===== config.mk =====
export PLATFORM = sky130hd
export DESIGN_NAME = pipelined_adder
export DESIGN_NICKNAME = d
export VERILOG_FILES = /design/src/rtl/adder_pkg.sv /design/src/rtl/adder_stage.sv /design/src/rtl/pipelined_adder.sv
export SDC_FILE = /design/constraint.sdc
export NUM_CORES = 1
export LEC_CHECK = 0
export ABC_AREA = 1
export BUFFER_PORTS_ARGS = -buffer_cell sky130_fd_sc_hd__buf_4
export CAP_MARGIN = 25
export CORE_MARGIN = 4
export CORE_UTILIZATION = 45
export CTS_CLUSTER_SIZE = 20
export DETAILED_ROUTE_END_ITERATION = 7
export HOLD_SLACK_MARGIN = 0.03
export PLACE_DENSITY = 0.66
export SETUP_SLACK_MARGIN = 0.3
export SLEW_MARGIN = 0
export SYNTH_ARGS = -nofsm -noshare
export SYNTH_HDL_FRONTEND = slang
export SYNTH_SLANG_ARGS = --single-unit
export TNS_END_PERCENT = 100

===== constraint.sdc =====
create_clock -name CLK -period 2.1 [get_ports CLK]
set_input_delay 0.42 -clock CLK [delete_from_list [all_inputs] [get_ports CLK]]
set_output_delay 0.42 -clock CLK [all_outputs]
set_load 0.005 [all_outputs]

===== src/rtl/adder_pkg.sv =====
// Shared defaults and configuration check for the pipelined add/subtract unit.
package adder_pkg;

   localparam int DEF_WIDTH  = 32;
   localparam int DEF_STAGES = 4;

   function automatic bit adder_cfg_ok(input int width, input int stages);
      return (width >= 2) && (stages >= 1) && (stages <= width) && ((width % stages) == 0);
   endfunction

endpackage


===== src/rtl/adder_stage.sv =====
// One pipeline slice: registered CHUNK-bit add with carry, plus its valid bit and advance logic.
module adder_stage #(
   parameter int CHUNK = 8
) (
   input  logic             i_clk,
   input  logic             i_rst_n,
   input  logic             i_vld,
   input  logic             i_nxt_free,
   input  logic [CHUNK-1:0] i_a,
   input  logic [CHUNK-1:0] i_b,
   input  logic             i_cin,
   output logic             o_vld,
   output logic             o_ld,
   output logic [CHUNK-1:0] o_sum,
   output logic             o_cout,
   output logic             o_cmsb
);

   logic [CHUNK:0]   w_add;
   logic             r_vld;
   logic [CHUNK-1:0] r_sum;
   logic             r_cout;
   logic             r_cmsb;

   // Slot is free when empty or when its occupant moves on this edge.
   assign o_ld  = ~r_vld | i_nxt_free;
   assign w_add = {1'b0, i_a} + {1'b0, i_b} + {{CHUNK{1'b0}}, i_cin};

   always_ff @(posedge i_clk or negedge i_rst_n) begin
      if (!i_rst_n) begin
         r_vld  <= 1'b0;
         r_sum  <= '0;
         r_cout <= 1'b0;
         r_cmsb <= 1'b0;
      end else if (o_ld) begin
         r_vld <= i_vld;
         if (i_vld) begin
            r_sum  <= w_add[CHUNK-1:0];
            r_cout <= w_add[CHUNK];
            // Carry into the top bit recovered from the sum bit and its operands.
            r_cmsb <= w_add[CHUNK-1] ^ i_a[CHUNK-1] ^ i_b[CHUNK-1];
         end
      end
   end

   assign o_vld  = r_vld;
   assign o_sum  = r_sum;
   assign o_cout = r_cout;
   assign o_cmsb = r_cmsb;

endmodule


===== src/rtl/pipelined_adder.sv =====
// Pipelined WIDTH-bit add/subtract with valid/ready on both sides; one CHUNK per stage,
// operand upper chunks and finished sum chunks skewed alongside each beat.
module pipelined_adder
   import adder_pkg::*;
#(
   parameter int WIDTH  = DEF_WIDTH,
   parameter int STAGES = DEF_STAGES
) (
   input  logic             CLK,
   input  logic             RESET_N,
   input  logic             IN_VALID,
   output logic             IN_READY,
   input  logic [WIDTH-1:0] A,
   input  logic [WIDTH-1:0] B,
   input  logic             CARRY_IN,
   input  logic             SUB,
   output logic             OUT_VALID,
   input  logic             OUT_READY,
   output logic [WIDTH-1:0] SUM,
   output logic             CARRY_OUT,
   output logic             OVERFLOW,
   output logic             ZERO
);

   localparam int CHUNK = WIDTH / ((STAGES > 0) ? STAGES : 1);

   if (!adder_cfg_ok(WIDTH, STAGES)) begin : g_bad_cfg
      $error("pipelined_adder: WIDTH=%0d must be >= 2 and a multiple of STAGES=%0d", WIDTH, STAGES);
   end

   logic [STAGES-1:0]            w_vin, w_cin, w_nxt_free, w_vld, w_ld, w_cout, w_cmsb;
   logic [STAGES-1:0][CHUNK-1:0] w_sum;
   logic [STAGES-1:0][WIDTH-1:0] w_a_src, w_b_src, w_s_src;
   logic [STAGES-1:0][WIDTH-1:0] w_a_q, w_b_q, w_s_q;
   logic                         w_unused;

   for (genvar k = 0; k < STAGES; k++) begin : g_stage
      logic [WIDTH-1:0] r_a, r_b, r_s;

      if (k == 0) begin : g_head
         assign w_vin[k]   = IN_VALID;
         assign w_cin[k]   = SUB ^ CARRY_IN;
         assign w_a_src[k] = A;
         assign w_b_src[k] = SUB ? ~B : B;
         assign w_s_src[k] = '0;
      end else begin : g_body
         assign w_vin[k]   = w_vld[k-1];
         assign w_cin[k]   = w_cout[k-1];
         assign w_a_src[k] = w_a_q[k-1];
         assign w_b_src[k] = w_b_q[k-1];
         assign w_s_src[k] = w_s_q[k-1] | (WIDTH'(w_sum[k-1]) << ((k-1) * CHUNK));
      end

      if (k == STAGES-1) begin : g_tail
         assign w_nxt_free[k] = OUT_READY;
      end else begin : g_link
         assign w_nxt_free[k] = w_ld[k+1];
      end

      always_ff @(posedge CLK) begin
         if (w_ld[k] && w_vin[k]) begin
            r_a <= w_a_src[k];
            r_b <= w_b_src[k];
         end
      end

      // Lower sum chunks reach SUM at the last stage, so they carry a reset.
      always_ff @(posedge CLK or negedge RESET_N) begin
         if (!RESET_N)                 r_s <= '0;
         else if (w_ld[k] && w_vin[k]) r_s <= w_s_src[k];
      end

      assign w_a_q[k] = r_a;
      assign w_b_q[k] = r_b;
      assign w_s_q[k] = r_s;

      adder_stage #(.CHUNK(CHUNK)) u_stage (
         .i_clk      (CLK),
         .i_rst_n    (RESET_N),
         .i_vld      (w_vin[k]),
         .i_nxt_free (w_nxt_free[k]),
         .i_a        (w_a_src[k][k*CHUNK +: CHUNK]),
         .i_b        (w_b_src[k][k*CHUNK +: CHUNK]),
         .i_cin      (w_cin[k]),
         .o_vld      (w_vld[k]),
         .o_ld       (w_ld[k]),
         .o_sum      (w_sum[k]),
         .o_cout     (w_cout[k]),
         .o_cmsb     (w_cmsb[k])
      );
   end

   assign IN_READY  = w_ld[0];
   assign OUT_VALID = w_vld[STAGES-1];
   assign SUM       = w_s_q[STAGES-1] | (WIDTH'(w_sum[STAGES-1]) << ((STAGES-1) * CHUNK));
   assign CARRY_OUT = w_cout[STAGES-1];
   assign OVERFLOW  = w_cout[STAGES-1] ^ w_cmsb[STAGES-1];
   assign ZERO      = OUT_VALID & (SUM == '0);

   // Last-stage operand copies and inner MSB carries have no consumer.
   assign w_unused = ^{w_a_q[STAGES-1], w_b_q[STAGES-1], w_cmsb};

endmodule


### Word-level counts from Yosys, hierarchy flattened

Index checks and enable logic that the tools add are counted.

| word-level totals | value |
|---|---|
| flip-flop bits (word level) | 305 |
| input bits | 70 |
| output and inout bits | 37 |
| logic and storage cells | 57 |

| operators by class | value |
|---|---|
| add/subtract/negate cells | 8 |
| mux-type cells | 1 |
| bitwise gates (word level) | 17 |
| reduce and logical (&&, ||, !) cells | 9 |

Operators by type and width:

| kind | count |
|---|---|
| adder 8 x 8 -> 9 bit | 4 |
| adder 9 x 1 -> 9 bit | 4 |
| zero test 32 bit | 1 |
| 2-to-1 mux 32 bit | 1 |
| NOT 32 bit | 1 |
| OR 32 x 24 -> 32 bit | 1 |
| OR 32 bit | 1 |
| OR 8 x 16 -> 16 bit | 1 |
| AND reduction 2 bit | 4 |
| logical AND 1 bit | 4 |
| NOT 1 bit | 4 |
| OR 1 bit | 4 |
| bitwise XOR 1 bit | 4 |
| bitwise AND 1 bit | 1 |

### Depth between registers and ports, before layout

Gate-level depths: netlist of the first run.

| logic depth | value |
|---|---|
| depth in word-level cells | 6 |
| depth in mapped cells | 13 |
| gate-level depth less buffers | 11 |

### Cells and area by module

A second synthesis of the first run with hierarchy kept.

| unflattened totals | value |
|---|---|
| cells, all modules | 727 |
| area, all modules | 8,419.3 sq um |

By module, submodules not included:

| module | times used | cells each | area an instance (sq um) |
|---|---|---|---|
| pipelined_adder | 1 | 321 | 5,193.7 |
| adder_stage (g_stage[1].u_stage ...) | 2 | 102 | 822.0 |
| adder_stage (g_stage[0].u_stage ...) | 2 | 101 | 790.8 |

### Worst setup path before layout of the first run

Ideal clock, no wire load.

| timing path | value |
|---|---|
| path kind | input to register |
| from | input SUB |
| to | register g_stage[0].u_stage.r_sum[6] |
| arrival | 2.102 ns |
| data required time | 1.960 ns |
| setup slack | -0.142 ns |
| stages on the path | 12 |
| path buffers | 2 |
| cells stage by stage | buf_2 buf_2 xor2_1 fa_1 inv_1 fa_1 inv_1 nand4_1 nand3_1 nand2_1 nand3_1 o21ai_1 |

| on the way | value |
|---|---|
| word-level cells in the longest chain between the ends | 3 |
| elaborated cells on any way between the ends | 4 |
| classes of those cells | 2 x add/sub; 1 x mux; 1 x bitwise |

RTL lines:

| item | RTL line | RTL |
|---|---|---|
| start: declaration | pipelined_adder.sv:16 | `input logic SUB,` |
| 2-to-1 mux 32 bit | pipelined_adder.sv:44 | `assign w_b_src[k] = SUB ? ~B : B;` |
| adder 8 x 8 -> 9 bit | adder_stage.sv:27 | `assign w_add = {1'b0, i_a} + {1'b0, i_b} + {{CHUNK{1'b0}}, i_cin};` |
| adder 9 x 1 -> 9 bit (*) | adder_stage.sv:27 |  |
| end signal: assignment | adder_stage.sv:38 | `r_sum <= w_add[CHUNK-1:0];` |
| end: declaration | adder_stage.sv:21 | `logic [CHUNK-1:0] r_sum;` |

Mark *: on every way between the ends. The rest lies on a longest branch, timed or not.
A chain may end at the register's enable or synchronous reset.

### Final worst setup path of the first run

| timing path | value |
|---|---|
| from | register g_stage[3].r_s[16] |
| to | output ZERO |

| on the way | value |
|---|---|
| word-level cells in the longest chain between the ends | 3 |

RTL lines:

| item | RTL line | RTL |
|---|---|---|
| start: declaration | pipelined_adder.sv:38 | `logic [WIDTH-1:0] r_a, r_b, r_s;` |
| start signal: assignment | pipelined_adder.sv:70 | `else if (w_ld[k] && w_vin[k]) r_s <= w_s_src[k];` |
| OR 32 bit | pipelined_adder.sv:95 | `assign SUM = w_s_q[STAGES-1] \| (WIDTH'(w_sum[STAGES-1]) << ((STAGES-1) * CHUNK));` |
| zero test 32 bit | pipelined_adder.sv:98 | `assign ZERO = OUT_VALID & (SUM == '0);` |
| bitwise AND 1 bit | pipelined_adder.sv:98 |  |
| end: declaration | pipelined_adder.sv:22 | `output logic ZERO` |

Every way passes these cells.

==> results.yml, run 1 <==
worst_hold_path:
  holdPathStages: 1
  min_path_type: "in2reg"
clock_network:
  path_clk_slew_ns: 0.07
  cts_tree: "yes"
  cts_max_level: 4
  clk_latency_ns: 0.42
  clockRootBuffer: "clkbuf_16"
  numCtsBuffers: 17
  clock_sinks: 185
  max-clock-path-buffers: 2
flow_run:
  timing.max_cap.violations: 0
power_and_ir_drop:
  ir_drop_mv: 0.637
  p_switching_mw: 3.59
  swShare: 0.315
  power.internal_mw: 7.80
  clkPwrFrac: 0.252
  p_leak_nw: 4.53
  combPwrFrac: 0.277
  power_density_nw_per_um2: 1150
  seq_power_share: 0.471
worst_setup_path:
  timing.critical_path.to: "ZERO"
  worstPathRequired_ns: 1.68
  rr_worst_depth: 8
  critPathLaunchType: "register"
  crit_type: "reg2out"
  rr_startpoint: "g_stage[0].r_a[8]"
  cp-startpoint: "g_stage[3].r_s[16]"
  critPathCaptureType: "primary output"
  r2r_slack_ns: 0.25
  crit_fanout: 3
  worstReg2RegEnd: "g_stage[1].u_stage.o_cout"
  cp.arrival_ns: 1.51
logic_synthesis:
  synth_enable_flop_cells: 96
  synthCells: 714
  ys_async_sr_fraction: 0.481
  yosys-top-cells-count: "nand2_1 (188), edfxtp_1 (96), dfrtp_1 (89), inv_1 (67), xor2_1 (34)"
  seq_area_frac_synth: 0.636
  ys_types: 37
  synth_seq_cells: 185
  synth_area_leader_cell: "edfxtp_1"
  yosys_most_used_dff: "edfxtp_1"
  avgSynthCellArea_um2: 11.3
  yosysMostFrequentCell: "nand2_1"
  synth_top_area_frac: 0.359
  ys_warn_count: 0
  syn_area_um2: 8040
  synth_fp_nets: 820
  synth_area_leaders: "edfxtp_1 (36%), dfrtp_1 (28%), nand2_1 (8.8%), ha_1 (4.4%), xor2_1 (3.7%)"
die:
  rows: 48
  die_w_um: 142
  core_um2: 17400
  initial_core_util: 0.461
  fp.dieH_um: 142
  pin_count: 107
  dieArea_um2: 20100
global_routing:
  grt_usage: 0.151
  grt_max_degree: 50
  grt_pass1_wl_um: 24200
  grt_pass1_vias: 4846
  overflow: 0
  antenna_found_initial: 0
timing:
  finalMaxSlewViolations: 0
  fin_crit_sh: 0.919
  min_period_ns: 1.93
  fmax_mhz: 518
  finalSetupViolations: 0
  clock_skew_ns: 0.00786
  setup_ws_ns: 0.170
  max_slew_margin: 0.587
  tns_ns: 0
  rsz0062_at_grt: "true"
  hold_viol: 0
  tightest_slew_ns: 0.620
cells_and_area:
  areaGrowthSynthToFinish_pct: 23.5
  multiInputGateArea_um2: 2680
  insertedDiodeCount: 0
  num-nets-final: 958
  seqCellArea_um2: 5110
  final_util: 0.570
  fin_cells: 1090
  n_fill_cell: 1546
  drive_gt1_frac: 0.249
detailed_routing:
  drt_iter0_drc: 210
  routed_via_density: 4.63
  wire_per_inst_um: 13.5
  first_pass_iters: 4
  wl_um: 14700
  drc: 0
  drtAntennaViolNets: 0
  routed-via-count: 5045
placement:
  gp_congestion: 0.824
  dp_slack_ns: 0.0659
  hpwlAfterDp_um: 10400
  io_buffers: 106
  place_inst: 1042
status:
  status: "completed"
## stage by stage
step / hold slack (ns) / area, µm² / power (mW)
4_1_cts: 0.151 / 9810 / 11.4
5_1_grt: 0.140 / 9930 / 12.2
2_1_floorplan: 0.124 / 8070 / 7.11
6_report: 0.168 / 9930 / 11.4
3_5_place_dp: 0.405 / 9170 / 8.35
3_3_place_gp: 0.401 / 9170 / 8.26
## power groups by stage
stage               combinational [mW]  sequential, mW  clock [mW]
global placement                  2.86            5.40           0
global route                      3.59            5.48        3.13
floorplan                         1.82            5.29           0
CTS                               3.06            5.36        2.95
finish                            3.16            5.36        2.88
detailed placement                2.93            5.42           0
## registers in the layout (all words and copies together), names as in the netlist
signal                  count
g_stage.u_stage.o_cout      4
g_stage.u_stage.o_cmsb      1
g_stage.u_stage.o_sum      32
g_stage.u_stage.o_vld       4
g_stage.r_b                48
g_stage.r_a                48
g_stage.r_s                48
## cells by family (layout without fill, tap and decap cells)
group	count (synthesis)	after routing	synth area share
flip-flops	185	185	0.636
AND/OR/NAND/NOR	269	270	0.143
multiplexers	1	1	0.00125
buffers and inverters	90	240	0.0464
XOR/XNOR	44	44	0.0480
adder cells (fa/ha/maj)	36	36	0.0635
AO/OA/AOI/OAI	89	89	0.0618
## cells in the final DEF (no fill, tap or decap), types with 4 or more instances in the layout
cell | synthesis | final
inv_6 | 0 | 4
o21ai_2 | 8 | 8
clkbuf_16 | 0 | 17
ha_1 | 28 | 28
xor2_1 | 34 | 33
edfxtp_1 | 96 | 96
nand2_1 | 188 | 186
inv_2 | 5 | 8
o21ai_0 | 22 | 20
nor2_1 | 21 | 19
dfrtp_1 | 89 | 89
nand3_1 | 31 | 29
fa_2 | 0 | 8
nand4_1 | 10 | 10
inv_1 | 67 | 63
o21ai_1 | 30 | 32
buf_4 | 2 | 131
a21oi_1 | 19 | 17
clkinvlp_4 | 0 | 5
xnor2_1 | 10 | 10
nor2_4 | 2 | 4
## worst max-delay path, stage by stage (launching register included)
cell and delay, ns:
dfrtp_1 0.42, nor4_2 0.29, nand4_1 0.14, nor2_1 0.12, buf_4 0.11
## worst min path at each step
stage,startpoint,endpoint
2_1_floorplan,RESET_N,g_stage[0].u_stage.o_cout
6_report,A[12],g_stage[0].r_a[12]
3_3_place_gp,RESET_N,g_stage[0].u_stage.o_sum[7]
4_1_cts,A[12],g_stage[0].r_a[12]
3_5_place_dp,g_stage[0].r_a[17],g_stage[1].r_a[17]
5_1_grt,A[31],g_stage[0].r_a[31]
## routing by layer
metal	global-route usage	up-vias	wire (µm)
met2	0.213	95	6250
li1	-	2654	-
met5	0	-	0
met3	0.0357	14	651
met4	0.0455	0	200
met1	0.234	2282	7550
## area by class of cell
class / count / area share
timing repair buffer: 135 / 0.105
clock inverter: 13 / 0.00983
multi-input combinational: 440 / 0.270
tap: 225 / 0.0284
clock buffer: 19 / 0.0436
inverter: 73 / 0.0281
sequential: 185 / 0.515
## what timing repair did
item                                    in CTS  in global routing
endpoints found under the hold margin       31                  0
gates cloned                                 1                  0
gates resized for setup                     10                 17
buffers inserted                             7                  7
hold buffers                                 1                  0
endpoints found under the setup margin      15                 43
pin swaps                                    6                 13
Note: power is estimated with default switching activity, not from simulation.
==> run 2, diff against run 1 <==
CORE_ASPECT_RATIO = 0.9   (was default)
==> results.yml, run 2 (synthesized netlist as in run 1, its figures left out) <==
status:
  status: "finished, violations left"
  violations: "hold timing"
cells_and_area:
  reg_top3: "g_stage.r_a (48), g_stage.r_b (48), g_stage.r_s (48)"
  layout_commonest_cell: "nand2_1"
  seqCellArea_um2: 5110
  design_area_um2: 10100
  areaGrowthSynthToFinish_pct: 25.2
  final_util: 0.573
  n_fill_cell: 1486
  insertedDiodeCount: 0
  drive_gt1_frac: 0.249
  multiInputGateArea_um2: 2680
  num-nets-final: 954
  layout_common_cells: "nand2_1 (185), buf_4 (126), edfxtp_1 (96), dfrtp_1 (89), inv_1 (62)"
die:
  rows: 46
  fp.dieH_um: 135
  pin_count: 107
  die_w_um: 149
  dieArea_um2: 20100
  core_um2: 17600
  initial_core_util: 0.458
worst_setup_path:
  cp_num_buf_inv: 1
  crit_fanout: 2
  path_cells: "nor4_4 > nand4_1 > nor2_1 > buf_4"
  critical-path-slowest-cell: "dfrtp_1"
  critPathCaptureType: "primary output"
  rr_worst_depth: 8
  critPathTopFamily: "simple AND/OR/NAND/NOR gates"
  worstSetupPathDepth: 4
  cp.arrival_ns: 1.49
  crit_type: "reg2out"
  critPathMaxStageDelay_ns: 0.41
  critPathLaunchType: "register"
  worstPathRequired_ns: 1.68
flow_run:
  timing.max_cap.violations: 0
placement:
  dp_slack_ns: 0.0156
  io_buffers: 106
  place_area_um2: 9180
  hpwlAfterDp_um: 10800
  gp_congestion: 0.804
clock_network:
  cts_hold_repair.buffers: 0
  cts_max_level: 4
  clk_latency_ns: 0.43
  clockRootBuffer: "clkbuf_16"
  path_clk_slew_ns: 0.07
  max-clock-path-buffers: 2
  numCtsBuffers: 17
  cts_tree: "yes"
  clock_sinks: 185
timing:
  fin_crit_sh: 0.909
  whs_ns: -0.0243
  max_slew_margin: 0.637
  hold_viol: 3
  setup_ws_ns: 0.191
  min_period_ns: 1.91
  tightest_slew_ns: 0.544
  finalMaxSlewViolations: 0
  rsz0062_at_grt: "true"
  clock_skew_ns: 0.00883
  tns_ns: 0
  finalSetupViolations: 0
  fmax_mhz: 524
global_routing:
  overflow: 0
  grt_pass1_vias: 5081
  gr-max-usage-layer: "met1"
  grt_use_met2: 0.234
  grt_pass1_wl_um: 25400
  gr-usage-met3: 0.0349
  antenna_found_initial: 0
  grt_max_degree: 90
  use_met1: 0.239
  grt_usage: 0.160
power_and_ir_drop:
  ir_drop_mv: 0.635
  power_density_nw_per_um2: 1190
  p_leak_nw: 4.60
detailed_routing:
  routed-via-count: 5173
  drtAntennaViolNets: 0
  first_pass_iters: 5
  drt_iter0_drc: 296
  wl_um: 15300
  drc: 0
  routed_via_density: 4.70
  wire_per_inst_um: 13.9
worst_hold_path:
  min_path_type: "in2async"
## run 2: cell count changes in the layout (fill, tap and decap cells not counted), moves of 2 or more
cell / change
clkbuf_16: +4
buf_4: -5
bufinv_16: +2
nand3_1: -2
nor2_1: +2
nand3_2: +2
buf_12: +2
clkinvlp_4: -3
nor2_2: -2
## run 2: layout make-up
cell class / instances / share of cell area
flip-flops and latches: 185 / 0.508
multi-input cells: 440 / 0.266
repair buffers: 131 / 0.103
clock buffers: 22 / 0.0526
well taps: 240 / 0.0299
inverters: 73 / 0.0280
clock inverters: 10 / 0.0122
## run 2: what timing repair did
action                                  4_1_cts  5_1_grt
gates resized for setup                      11       17
hold endpoints to repair                      0        0
endpoints found under the setup margin       26       56
cloned                                        1        0
pin swaps                                     7        9
buffers inserted                              6        9
## run 2: power by group
group | leakage, nW | switching, mW | internal, mW
Sequential | 2.03 | 0.568 | 4.81
Combinational | 2.25 | 1.71 | 1.47
Clock | 0.316 | 1.36 | 2.06
Total | 4.60 | 3.63 | 8.33
## run 2: through the flow
step / power, mW / instances / hold slack [ns]
CTS: 11.9 / 1092 / 0.0355
global placement: 8.28 / 1053 / 0.404
finish: 12.0 / 1101 / -0.0243
floorplan: 7.11 / 714 / 0.124
detailed placement: 8.39 / 1053 / 0.405
global route: 12.7 / 1101 / 0.0443
## run 2: worst paths after layout
kind | startpoint | to | slack, ns
hold / removal | RESET_N | g_stage[1].u_stage.o_sum[0] | -0.02
max in group asynchronous | RESET_N | g_stage[3].r_s[8] | 1.69
hold reg to reg | g_stage[1].r_a[28] | g_stage[2].r_a[28] | 0.42
setup reg to reg | g_stage[1].r_b[16] | g_stage[2].u_stage.o_cout | 0.25
setup / recovery | g_stage[3].r_s[17] | ZERO | 0.19
min in group CLK | A[15] | g_stage[0].r_a[15] | 0.16
## run 2: routing by layer
metal	part of all wire	wire length [µm]	up-vias
met4	0.010	153	0
met2	0.44	6680	119
met3	0.051	775	16
li1	-	-	2639
met1	0.50	7650	2399
met5	0	0	-
==> run 3, diff against run 2 <==
CORE_UTILIZATION = 40   (was 45)
PLACE_DENSITY = 0.6   (was 0.66)
==> results.yml, run 3 (synthesized netlist as in run 1, its figures left out) <==
cells_and_area:
  drive_gt1_frac: 0.257
  layout_commonest_cell: "nand2_1"
  reg_top3: "g_stage.r_a (48), g_stage.r_b (48), g_stage.r_s (48)"
  insertedDiodeCount: 0
  fin_cells: 1120
  areaGrowthSynthToFinish_pct: 25.5
  num-nets-final: 963
  final_util: 0.518
  layout_common_cells: "nand2_1 (185), buf_4 (133), edfxtp_1 (96), dfrtp_1 (89), inv_1 (62)"
worst_setup_path:
  rr_startpoint: "g_stage[0].r_a[8]"
  cp.arrival_ns: 1.50
  rr_worst_depth: 8
  crit_fanout: 2
  cp-startpoint: "g_stage[3].r_s[17]"
  worstPathRequired_ns: 1.68
  critPathCaptureType: "primary output"
  crit_type: "reg2out"
  critPathLaunchType: "register"
detailed_routing:
  wl_um: 15400
  drt_iter0_drc: 277
  drc: 0
  wire_per_inst_um: 13.8
  routed-via-count: 5122
  routed_via_density: 4.57
  drtAntennaViolNets: 0
  first_pass_iters: 4
timing:
  tightest_slew_ns: 0.611
  finalMaxSlewViolations: 0
  hold_viol: 0
  fin_crit_sh: 0.914
  finalSetupViolations: 0
  rsz0062_at_grt: "true"
  fmax_mhz: 521
  min_period_ns: 1.92
  max_slew_margin: 0.593
  tns_ns: 0
  clock_skew_ns: 0.00820
power_and_ir_drop:
  power_density_nw_per_um2: 1170
  ir_drop_mv: 0.471
  power.internal_mw: 8.09
  swShare: 0.312
  clkPwrFrac: 0.270
  combPwrFrac: 0.275
  seq_power_share: 0.456
  p_switching_mw: 3.67
  p_leak_nw: 4.61
clock_network:
  numCtsBuffers: 17
  max-clock-path-buffers: 2
  path_clk_slew_ns: 0.07
  clock_sinks: 185
  clk_latency_ns: 0.42
  clockRootBuffer: "clkbuf_16"
  cts_tree: "yes"
  cts_max_level: 4
die:
  rows: 48
  dieArea_um2: 22400
  core_um2: 19500
  pin_count: 107
  die_w_um: 157
  fp.dieH_um: 142
  initial_core_util: 0.413
worst_hold_path:
  min_path_type: "in2reg"
  min_from: "A[28]"
  holdPathStages: 1
global_routing:
  grt_usage: 0.145
  grt_pass1_wl_um: 25500
  overflow: 0
  grt_max_degree: 50
  antenna_found_initial: 0
  grt_pass1_vias: 4940
flow_run:
  timing.max_cap.violations: 0
placement:
  io_buffers: 106
  place_inst: 1066
  hpwlAfterDp_um: 11000
  gp_congestion: 0.850
status:
  status: "completed"
==> run 3: metrics by stage <==
stage | setup WS (ns) | area (µm²) | hold slack [ns] | power (mW)
floorplan | 0.0830 | 8070 | 0.124 | 7.11
global placement | -0.0251 | 9200 | 0.403 | 8.34
global route | 0.0280 | 10100 | 0.138 | 12.6
detailed placement | -0.0469 | 9200 | 0.405 | 8.41
finish | 0.180 | 10100 | 0.169 | 11.8
CTS | 0.125 | 9920 | 0.141 | 11.7
==> run 3: timing repair <==
item / CTS / global route
endpoints found under the hold margin: 35 / 0
endpoints found under the setup margin: 79 / 24
pin swaps: 8 / 9
setup buffers: 8 / 11
cloned: 2 / 0
hold buffers: 1 / 0
gates resized for setup: 10 / 20
==> run 3: worst paths after layout <==
path | to | slack, ns
min in group asynchronous | g_stage[1].u_stage.o_sum[0] | 0.52
min | g_stage[0].r_a[28] | 0.17
min reg2reg | g_stage[2].r_a[29] | 0.42
max | ZERO | 0.18
max reg2reg | g_stage[1].u_stage.o_cout | 0.27
max in group asynchronous | g_stage[2].r_s[14] | 0.96
==> run 3: worst max-delay path, stage by stage (launching register included) <==
cell,delay [ns]
dfrtp_1,0.39
nor4_2,0.31
nand4_1,0.15
nor2_1,0.12
buf_4,0.11
==> run 3: cell type report <==
class / count / area (µm²)
clock inverter: 15 / 164
multi-input combinational: 441 / 2690
timing repair buffer: 139 / 1100
fill: 1790 / 9380
inverter: 73 / 282
sequential: 185 / 5110
clock buffer: 17 / 425
tap: 250 / 313
==> run 3: layer usage <==
layer	wire length, µm	GRT usage	vias to the layer above
met5	0	0	-
met4	208	0.0493	0
met3	722	0.0328	18
met2	6470	0.195	107
met1	8020	0.230	2332
li1	-	-	2665
==> run 3: power groups by stage <==
stage,clock network (mW),registers [mW],logic (mW)
2_1_floorplan,0,5.29,1.82
3_3_place_gp,0,5.40,2.93
3_5_place_dp,0,5.43,2.98
4_1_cts,3.26,5.36,3.09
5_1_grt,3.43,5.47,3.71
6_report,3.17,5.36,3.23
